### config.mk
export PLATFORM = sky130hd
export DESIGN_NAME = bus_transfer_ctrl
export DESIGN_NICKNAME = d
export VERILOG_FILES = /design/src/rtl/bus_transfer_ctrl_pkg.sv /design/src/rtl/bus_transfer_ctrl_onehot.sv /design/src/rtl/bus_transfer_ctrl.sv
export SDC_FILE = /design/constraint.sdc
export NUM_CORES = 1
export LEC_CHECK = 0
export CAP_MARGIN = 15
export CORE_MARGIN = 8
export CORE_UTILIZATION = 41
export CTS_BUF_LIST = sky130_fd_sc_hd__clkbuf_8
export CTS_CLUSTER_DIAMETER = 120
export DETAILED_ROUTE_END_ITERATION = 12
export PLACE_DENSITY = 0.95
export REMOVE_ABC_BUFFERS = 1
export SYNTH_ARGS = -nofsm -noshare
export SYNTH_HDL_FRONTEND = slang
export SYNTH_SLANG_ARGS = --single-unit
export TNS_END_PERCENT = 50
### constraint.sdc
create_clock -name clk -period 3.11 [get_ports clk]
set_clock_uncertainty 0.1 [all_clocks]
set_input_delay 0.311 -clock clk [delete_from_list [all_inputs] [get_ports clk]]
set_output_delay 0.311 -clock clk [all_outputs]
set_load 0.05 [all_outputs]
### src/rtl/bus_transfer_ctrl_pkg.sv
`default_nettype none
// ============================================================================
// Module      : bus_transfer_ctrl_pkg
// Description : Shared definitions for the bus-register transfer sequencer:
//               state encodings, bus-select encodings and a legality helper.
//               Also imported by the register-bank top level and the bench.
// Revision    : 1.0 - initial release
// ============================================================================
package bus_transfer_ctrl_pkg;

    // Sequencer states, fixed encodings shared with the bank top level
    typedef enum logic [1:0] {
        ST_IDLE  = 2'd0,
        ST_DRIVE = 2'd1,
        ST_LATCH = 2'd2,
        ST_FAULT = 2'd3
    } state_t;

    // Bus-select encodings carried on req_bus
    localparam logic c_BUS1 = 1'b0;
    localparam logic c_BUS2 = 1'b1;

    // A transfer is legal when both indices exist and differ; a register
    // can never drive the bus it is loading from
    function automatic logic req_is_legal(input int src, input int dst, input int nregs);
        return (src != dst) && (src < nregs) && (dst < nregs);
    endfunction

endpackage : bus_transfer_ctrl_pkg
`default_nettype wire

### src/rtl/bus_transfer_ctrl_onehot.sv
`default_nettype none
// ============================================================================
// Module      : onehot_decoder
// Description : Index-to-one-hot decoder with enable. Output is all zero when
//               disabled or when the index is beyond OUT_N-1.
// Revision    : 1.0 - initial release
// ============================================================================
module onehot_decoder #(
    parameter int IN_W  = 3,
    parameter int OUT_N = 8
) (
    input  logic [IN_W-1:0]  i_idx,
    input  logic             i_en,
    output logic [OUT_N-1:0] o_vec
);

    // Compare the index against every output position
    always_comb begin
        o_vec = '0;
        for (int i = 0; i < OUT_N; i++) begin
            o_vec[i] = i_en && (i_idx == IN_W'(i));
        end
    end

endmodule : onehot_decoder
`default_nettype wire

### src/rtl/bus_transfer_ctrl.sv
`default_nettype none
// ============================================================================
// Module      : bus_transfer_ctrl
// Description : Sequencer for a bank of dual-output bus registers. Accepts a
//               register-to-register transfer request, drives the source
//               output enable on the selected bus for two cycles and pulses
//               the destination load in the second. An IDLE cycle between
//               transfers gives break-before-make on the shared buses.
// Revision    : 1.0 - initial release
// ============================================================================
module bus_transfer_ctrl
    import bus_transfer_ctrl_pkg::*;
#(
    parameter int NREGS = 8,
    parameter int IDXW  = 3
) (
    input  logic             clk,
    input  logic             rst,
    input  logic             req_valid,
    output logic             req_ready,
    input  logic [IDXW-1:0]  req_src,
    input  logic [IDXW-1:0]  req_dst,
    input  logic             req_bus,
    output logic [NREGS-1:0] en1,
    output logic [NREGS-1:0] en2,
    output logic [NREGS-1:0] load,
    output logic             busy,
    output logic             done,
    output logic             err
);

    state_t            r_state;
    state_t            w_state_next;
    logic [IDXW-1:0]   r_src;
    logic [IDXW-1:0]   r_dst;
    logic              r_bus;
    logic              r_done;
    logic              r_err;

    logic              w_accept;
    logic              w_legal;
    logic              w_drive_phase;

    // Acceptance depends on state only, so req_ready has no input path
    assign w_accept = req_valid && (r_state == ST_IDLE);
    assign w_legal  = req_is_legal(int'(req_src), int'(req_dst), NREGS);

    // State register, captured request fields and the completion pulses
    always_ff @(posedge clk) begin
        if (rst) begin
            r_state <= ST_IDLE;
            r_src   <= '0;
            r_dst   <= '0;
            r_bus   <= c_BUS1;
            r_done  <= 1'b0;
            r_err   <= 1'b0;
        end else begin
            r_state <= w_state_next;
            r_done  <= (r_state == ST_LATCH);
            r_err   <= (r_state == ST_FAULT);
            if (w_accept) begin
                r_src <= req_src;
                r_dst <= req_dst;
                r_bus <= req_bus;
            end
        end
    end

    // Next-state selection
    always_comb begin
        w_state_next = r_state;
        case (r_state)
            ST_IDLE: begin
                if (w_accept) begin
                    w_state_next = w_legal ? ST_DRIVE : ST_FAULT;
                end
            end
            ST_DRIVE: w_state_next = ST_LATCH;
            ST_LATCH: w_state_next = ST_IDLE;
            ST_FAULT: w_state_next = ST_IDLE;
            default:  w_state_next = ST_IDLE;
        endcase
    end

    // Source enable stays on through DRIVE and LATCH so the bus is settled
    // for the whole cycle in which the destination captures it
    assign w_drive_phase = (r_state == ST_DRIVE) || (r_state == ST_LATCH);

    onehot_decoder #(
        .IN_W  (IDXW),
        .OUT_N (NREGS)
    ) u_dec_en1 (
        .i_idx (r_src),
        .i_en  (w_drive_phase && (r_bus == c_BUS1)),
        .o_vec (en1)
    );

    onehot_decoder #(
        .IN_W  (IDXW),
        .OUT_N (NREGS)
    ) u_dec_en2 (
        .i_idx (r_src),
        .i_en  (w_drive_phase && (r_bus == c_BUS2)),
        .o_vec (en2)
    );

    onehot_decoder #(
        .IN_W  (IDXW),
        .OUT_N (NREGS)
    ) u_dec_load (
        .i_idx (r_dst),
        .i_en  (r_state == ST_LATCH),
        .o_vec (load)
    );

    assign req_ready = (r_state == ST_IDLE);
    assign busy      = (r_state != ST_IDLE);
    assign done      = r_done;
    assign err       = r_err;

endmodule : bus_transfer_ctrl
`default_nettype wire

**Yosys cells after proc, flatten, opt, wreduce, memory -nomap -nowiden**

Index checks and enable logic that the tools add are counted.

- Equal/unequal tests: 19
- Multiplexer cells: 3
- Bitwise gates (word level): 1
- Reduce and logical (&&, ||, !) cells: 33

Operators by type and width:

| kind | count |
|---|---|
| $logic_and 1x1->1 | 27 |
| $eq 3x3->1 const B | 8 |
| $eq 3x2->1 const B | 4 |
| $eq 3x1->1 const B | 2 |
| $logic_not 3->1 | 2 |
| $pmux 2 s3 | 1 |
| $eq 2x2->1 const B | 2 |
| $mux 2 | 2 |
| $ne 3x3->1 | 1 |
| $eq 2x1->1 const B | 1 |
| $logic_not 2->1 | 1 |
| $ne 2x1->1 const B | 1 |
| $reduce_bool 2->1 | 1 |
| $reduce_or 2->1 | 1 |
| $logic_or 1x1->1 | 1 |
| $not 1->1 | 1 |

- Bits in registers: 11
- Output and inout port bits: 28
- Word-level logic and storage cells: 62

**Depth between registers and ports, before layout**

Gate-level depths: netlist of run 1.

- Depth after elaboration: 4
- Mapped depth: 5
- Depth with buffers taken out: 5

**Hierarchy**

Synthesis of run 1 repeated with hierarchy kept, for this count alone.

- Cell total of the unflattened synthesis: 80
- Area, all modules: 785.8 um^2

By module, submodules not included:

| module | times used | cells each | area each (um^2) | sequential area each (um^2) |
|---|---|---|---|---|
| bus_transfer_ctrl | 1 | 56 | 500.5 | 220.2 |
| onehot_decoder | 3 | 8 | 95.1 | 0.0 |

**Least setup slack after synthesis of run 1**

OpenSTA, ideal clock, no wires.

- Path kind: register to output
- Start point: register r_state[0]
- End point: output port en1[2]
- Data arrival time: 1.921 ns
- Slack: 0.778 ns
- Stages on the path, launching flop included: 5
- Buffers on the path: 0
- Cell sequence: dfxtp_1 > inv_1 > ha_1 > nand3b_1 > nor3_1

- Cells in the longest elaborated chain, start to end: 4
- Elaborated cells on any way between the ends: 5
- Classes of those cells: 2 x eq/ne; 3 x reduce/logical

Ends and longest elaborated chain:

| element | RTL line | source |
|---|---|---|
| start: declaration | bus_transfer_ctrl.sv:32 | `state_t r_state;` |
| start signal: assignment | bus_transfer_ctrl.sv:58 | `r_state <= w_state_next;` |
| $eq 2x1->1 / $eq 2x2->1 (equally long branches) | bus_transfer_ctrl.sv:87 | `assign w_drive_phase = (r_state == ST_DRIVE) \|\| (r_state == ST_LATCH);` |
| $logic_or 1x1->1 (*) | bus_transfer_ctrl.sv:87 |  |
| $logic_and 1x1->1 (*) | bus_transfer_ctrl.sv:94 | `.i_en (w_drive_phase && (r_bus == c_BUS1)),` |
| $logic_and 1x1->1 (*) | bus_transfer_ctrl_onehot.sv:21 | `o_vec[i] = i_en && (i_idx == IN_W'(i));` |
| end: declaration | bus_transfer_ctrl.sv:24 | `output logic [NREGS-1:0] en1,` |

Every way passes the cells marked *; elsewhere a longest branch is shown, timed or not.

**Worst setup path in the final report of run 1**

- Start point: register r_state[0]
- End point: output port en2[0]

- Cells in the longest elaborated chain, start to end: 4
- Elaborated cells on any way between the ends: 5
- Classes of those cells: 2 x eq/ne; 3 x reduce/logical

Ends and longest elaborated chain:

| element | RTL line | source |
|---|---|---|
| $eq 2x1->1 / $eq 2x2->1 (equally long branches) | bus_transfer_ctrl.sv:87 |  |
| $logic_or 1x1->1 (*) | bus_transfer_ctrl.sv:87 |  |
| $logic_and 1x1->1 (*) | bus_transfer_ctrl.sv:103 | `.i_en (w_drive_phase && (r_bus == c_BUS2)),` |
| $logic_and 1x1->1 (*) | bus_transfer_ctrl_onehot.sv:21 |  |
| end: declaration | bus_transfer_ctrl.sv:25 | `output logic [NREGS-1:0] en2,` |

Marked as above.

==> results of run 1 <==
## synth_stat cells
cell type,n
a311oi_1,1
or3b_4,1
nand3b_1,2
nor2b_1,2
xnor2_1,3
nand4_1,1
buf_4,1
nor3_1,6
clkbuf_1,1
buf_2,1
a21oi_1,7
dfxtp_1,11
nor2_1,20
nand3_1,8
nor3_2,1
nand2_1,11
inv_1,3
nand2b_1,6
ha_1,4
## area by class of cell
class	count	share of cell area, %
clock inverter	1	0.3521
timing repair buffer	37	34.74
sequential	11	20.66
multi-input combinational	73	37.44
clock buffer	3	3.873
tap	16	1.878
inverter	3	1.056
## state kept, by name, summed over array words and instances (netlist names)
| signal | flops |
|---|---|
| r_state | 2 |
| r_bus | 1 |
| r_src | 3 |
| err | 1 |
| r_dst | 3 |
| done | 1 |
## logic make-up after synthesis
group	Yosys count	synth area share [%]
AOI/OAI and AO/OA	8	6.770
xor gates and xnor gates	3	4.063
adders and majority gates	4	7.737
buffers and inverters	6	4.254
DFF	11	34.04
and+or+nand+nor	58	43.13
## worst max-delay path by stage
stage	endpoint	depth (start not counted)	slack, ps
2_1_floorplan	en1[2]	4	780
3_3_place_gp	en1[0]	5	610
3_5_place_dp	en2[0]	5	500
4_1_cts	en1[1]	5	240
5_1_grt	en2[0]	5	170
6_report	en2[0]	5	230
## worst register-to-register path, cell delays in order (launching register included)
cell,delay [ps]
dfxtp_1,340
inv_1,110
ha_1,410
nand2_1,270
nand2_1,140
a21oi_1,70
## power by group
part	leakage [uW]	switching (uW)	internal [uW]
clock network	0.0000269	56.6	86.9
logic	0.000264	135	75.6
registers	0.0000902	17.8	156
total	0.000381	209	318
## metal layers
layer	vias to the layer above	share of wire [%]	track usage, %
met2	32	56	26.60
met1	383	36	13.84
li1	375	-	-
met3	4	6.5	6.164
met5	-	0	0
met4	0	1.3	4.225
## through the flow
stage	hold slack [ps]	instances	cell area (sq um)	power (uW)	utilization, %
3_3_place_gp	356.2	140	1021	376.8	68.57
6_report	385.3	144	1066	527.3	71.60
2_1_floorplan	280.1	87	630.6	312.0	-
5_1_grt	422.0	144	1066	552.8	71.60
4_1_cts	387.4	144	1066	529.6	71.60
3_5_place_dp	380.6	140	1021	386.0	68.57
==> results.py, run 1 <==
metrics = {
    "sta": {
        "tightestPinTransition_ps": 523.2,
        "fmax_mhz": 347.8,
        "hold_viol": 0,
        "slew_viol_final": 0,
        "timing.slew.headroom_pct": 65.01,
        "period_needed_ps": 2875,
        "period_share_pct": 92.45,
        "setup_viol": 0,
        "layout_setup_ws_ps": 234.9,
        "rsz0062_at_grt": "false",
        "tns_ps": 0,
    },
    "critical_path": {
        "r2r_cells": 5,
        "crit_fanout": 4,
        "crit_chain": "inv_1, ha_1, or3b_4, nor2_1, clkdlybuf4s50_1",
        "timing.rr.end": "r_src[2]",
        "cp_num_buf_inv": 2,
        "critPathLaunchType": "flip-flop",
        "slowest_stage": "clkdlybuf4s50_1",
        "rrSetupSlack_ps": 1540,
        "worst_path_largest_cell_delay_ps": 820,
        "required_ps": 2700,
        "cp_top_family": "buffers and inverters",
        "reg2reg_from": "r_state[0]",
        "path_class": "flip-flop to primary output",
        "crit_path_end_kind": "primary output",
        "worstSetupStartpoint": "r_state[0]",
        "arrival_ps": 2460,
    },
    "cts": {
        "cts_made_buffers": 3,
        "post_cts_buffers": 0,
        "cts_resized": 0,
        "path_clk_slew_ps": 50,
        "clockBufferDepth": 2,
        "clk_latency_ps": 240,
        "cts_tree": "done",
        "ctsHoldBuffers": 0,
        "cts_max_level": 1,
        "cts-root-buf": "clkbuf_8",
        "clkSinkCount": 11,
    },
    "cells_and_area": {
        "syn2layout_area_growth_pct": 64.80,
        "drive_gt1_share_pct": 3.906,
        "final_cell_mix": "37 x clkdlybuf4s50_1, 20 x nor2_1, 11 x nand2_1, 11 x dfxtp_1, 8 x nand3_1",
        "fin_nets": 143,
        "layout_commonest_cell": "clkdlybuf4s50_1",
        "fillers": 121,
        "n_antenna_cell": 0,
        "multi_input_area_sq_um": 399.1,
        "regArea_sq_um": 220.2,
    },
    "placement": {
        "place_ws_ps": 501.8,
        "gp_congestion": 0.8121,
        "numPortBuffers": 37,
        "dp.final_hpwl_um": 1726,
    },
    "pwr": {
        "power_density_nw_per_um2": 494.6,
        "peakVddDrop_mv": 0.3560,
        "leakagePower_uw": 0.0003812,
    },
    "die": {
        "fp.coreArea_sq_um": 1489,
        "die_w_um": 55.72,
        "die_area_sq_um": 3105,
        "boundaryPins": 38,
        "row_count": 14,
        "die_h_um": 55.72,
        "start_util_pct": 43.45,
    },
    "drt": {
        "postRouteAntennaNets": 0,
        "drc": 0,
        "routed_wl_um": 2180,
        "vias_per_cell": 5.514,
        "via_count": 794,
        "dr.first_iter.drc_count": 20,
        "dr.pass1.iters": 4,
        "wl_per_cell_um": 15.14,
    },
    "logic_synthesis": {
        "synth_top_area_share_pct": 34.04,
        "synth-seq-cells": 11,
        "yosysSeqAreaShare_pct": 34.04,
        "avgSynthCellArea_sq_um": 7.187,
        "syn-cell-area_sq_um": 646.9,
        "synthTopCellsByArea": "dfxtp_1 34%, nor2_1 12%, ha_1 7.7%",
        "yosysTopAreaCell": "dfxtp_1",
        "synth_cell_types": 19,
        "syn-instance-count": 90,
        "ys_warn_count": 0,
    },
    "global_route": {
        "grt_pass1_vias": 790,
        "grt_usage_pct": 14.34,
        "grt_max_degree": 13,
        "antenna_found_initial": 0,
        "grt_pass1_wl_um": 3732,
        "grt_overflow": 0,
    },
    "min_path": {
        "hp-class": "flip-flop to flip-flop",
        "hold_end": "r_dst[2]",
        "min_path_cells": 2,
        "min_from": "r_dst[2]",
    },
    "outcome": {
        "outcome": "completed",
    },
    "run": {
        "max_cap_violations": 0,
    },
}
No activity file was read; power rests on OpenSTA's default activity.
==> inputs of run 2 (changes only) <==
--- a/config.mk
+++ b/config.mk
@@ -6,7 +6,7 @@
 export NUM_CORES = 1
 export LEC_CHECK = 0
 export CAP_MARGIN = 15
-export CORE_MARGIN = 8
+export CORE_MARGIN = 3
 export CORE_UTILIZATION = 41
 export CTS_BUF_LIST = sky130_fd_sc_hd__clkbuf_8
 export CTS_CLUSTER_DIAMETER = 120
==> results.py, run 2 (synthesis gave the netlist of run 1 again) <==
metrics = {
    "outcome": {
        "outcome": "completed",
    },
    "placement": {
        "post-place-cells": 139,
        "numPortBuffers": 37,
        "gp_congestion": 0.8240,
        "dp.final_hpwl_um": 1358,
    },
    "drt": {
        "drc": 0,
        "postRouteAntennaNets": 0,
        "via_count": 719,
        "dr.first_iter.drc_count": 22,
        "dr.pass1.iters": 4,
        "routed_wl_um": 1709,
        "wl_per_cell_um": 11.95,
        "vias_per_cell": 5.028,
    },
    "critical_path": {
        "slowest_stage": "clkdlybuf4s50_1",
        "worst_path_largest_cell_delay_ps": 810,
        "cp_top_family": "buffers and inverters",
        "arrival_ps": 2400,
        "critPathLaunchType": "flip-flop",
        "crit_chain": "inv_1, ha_1, or3b_4, nor2_1, clkdlybuf4s50_1",
        "crit_path_end_kind": "primary output",
        "cp_num_buf_inv": 2,
        "path_class": "flip-flop to primary output",
        "crit_fanout": 4,
        "required_ps": 2700,
    },
    "cells_and_area": {
        "final_cell_mix": "37 x clkdlybuf4s50_1, 20 x nor2_1, 11 x nand2_1, 11 x dfxtp_1, 8 x nand3_1",
        "fillers": 97,
        "fin_nets": 143,
        "syn2layout_area_growth_pct": 64.60,
        "final_util_pct": 77.01,
        "stdcell_count": 143,
        "reg_top3": "r_dst (3), r_src (3), r_state (2)",
        "layout_commonest_cell": "clkdlybuf4s50_1",
        "n_antenna_cell": 0,
        "drive_gt1_share_pct": 3.906,
    },
    "cts": {
        "ctsHoldBuffers": 0,
        "cts-root-buf": "clkbuf_8",
        "clockBufferDepth": 2,
        "cts_tree": "done",
        "post_cts_buffers": 0,
        "cts_made_buffers": 3,
        "clkSinkCount": 11,
        "clk_latency_ps": 250,
        "path_clk_slew_ps": 50,
        "cts_resized": 0,
        "cts_max_level": 1,
    },
    "sta": {
        "period_share_pct": 90.31,
        "slew_viol_final": 0,
        "tns_ps": 0,
        "rsz0062_at_grt": "false",
        "hold_viol": 0,
        "period_needed_ps": 2809,
        "setup_viol": 0,
        "tightestPinTransition_ps": 516.7,
        "timing.slew.headroom_pct": 65.44,
        "fmax_mhz": 356.1,
    },
    "global_route": {
        "grt_pass1_vias": 626,
        "grt_overflow": 0,
        "grt_max_degree": 13,
        "antenna_found_initial": 0,
        "grt_usage_pct": 19.08,
        "grt_pass1_wl_um": 2822,
    },
    "die": {
        "boundaryPins": 38,
        "fp.coreArea_sq_um": 1383,
        "start_util_pct": 46.79,
        "die_h_um": 45.72,
        "row_count": 13,
        "die_area_sq_um": 2090,
        "die_w_um": 45.72,
    },
    "pwr": {
        "peakVddDrop_mv": 0.3348,
        "seqPwrFrac_pct": 32.8,
        "leakagePower_uw": 0.0003812,
        "clockPowerShare_pct": 27.9,
        "internal-power_uw": 318.3,
        "p_sw_share_pct": 39.24,
        "power.switching_uw": 205.6,
        "power_density_nw_per_um2": 492.1,
        "power_frac_comb_pct": 39.3,
    },
    "min_path": {
        "hp-class": "flip-flop to flip-flop",
    },
    "run": {
        "max_cap_violations": 0,
    },
}
-- run 2: final timing paths --
path	endpoint	slack [ps]	cells past startpoint	from
max	en2[1]	300	5	r_state[0]
min reg2reg	r_dst[2]	380	2	r_dst[2]
min	r_dst[2]	380	2	r_dst[2]
max reg2reg	r_dst[2]	1580	5	r_state[0]
-- run 2: power by group through the flow --
stage | registers [uW] | logic (uW) | clock network, uW
after floorplan | 177 | 135 | 0
after global placement | 174 | 202 | 0
after detailed placement | 175 | 204 | 0
after CTS | 172 | 207 | 147
after global routing | 175 | 224 | 153
final | 172 | 206 | 146
-- run 2: through the flow --
step           hold slack [ps]  power (uW)  cell area, sq um  worst slack [ps]
2_1_floorplan            280.1       312.0             630.6             778.0
4_1_cts                  380.4       526.7              1065             288.5
6_report                 381.6       523.9              1065             301.5
5_1_grt                  393.5       552.0              1065             162.7
3_5_place_dp             373.0       379.4              1020             580.2
3_3_place_gp             354.8       375.2              1020             613.3
-- run 2: final cells by class --
class,instances,area (sq um),area share [%]
repair buffers,37,370.4,34.78
clock inverters,1,3.754,0.3525
inverters,3,11.26,1.058
multi-input cells,73,399.1,37.49
clock buffers,3,41.29,3.878
flip-flops and latches,11,220.2,20.68
well taps,15,18.77,1.763
-- run 2: worst register-to-register path: stages (launching register included) --
cell     delay [ps]
dfxtp_1         340
inv_1            90
ha_1            400
nand2_1         270
nand2_1         130
a21oi_1          70
-- run 2: metal layers --
metal | GRT usage [%] | wire length (um)
met1 | 24.58 | 774
met2 | 28.69 | 802
met3 | 7.510 | 110
met4 | 6.818 | 21
met5 | 0 | 0
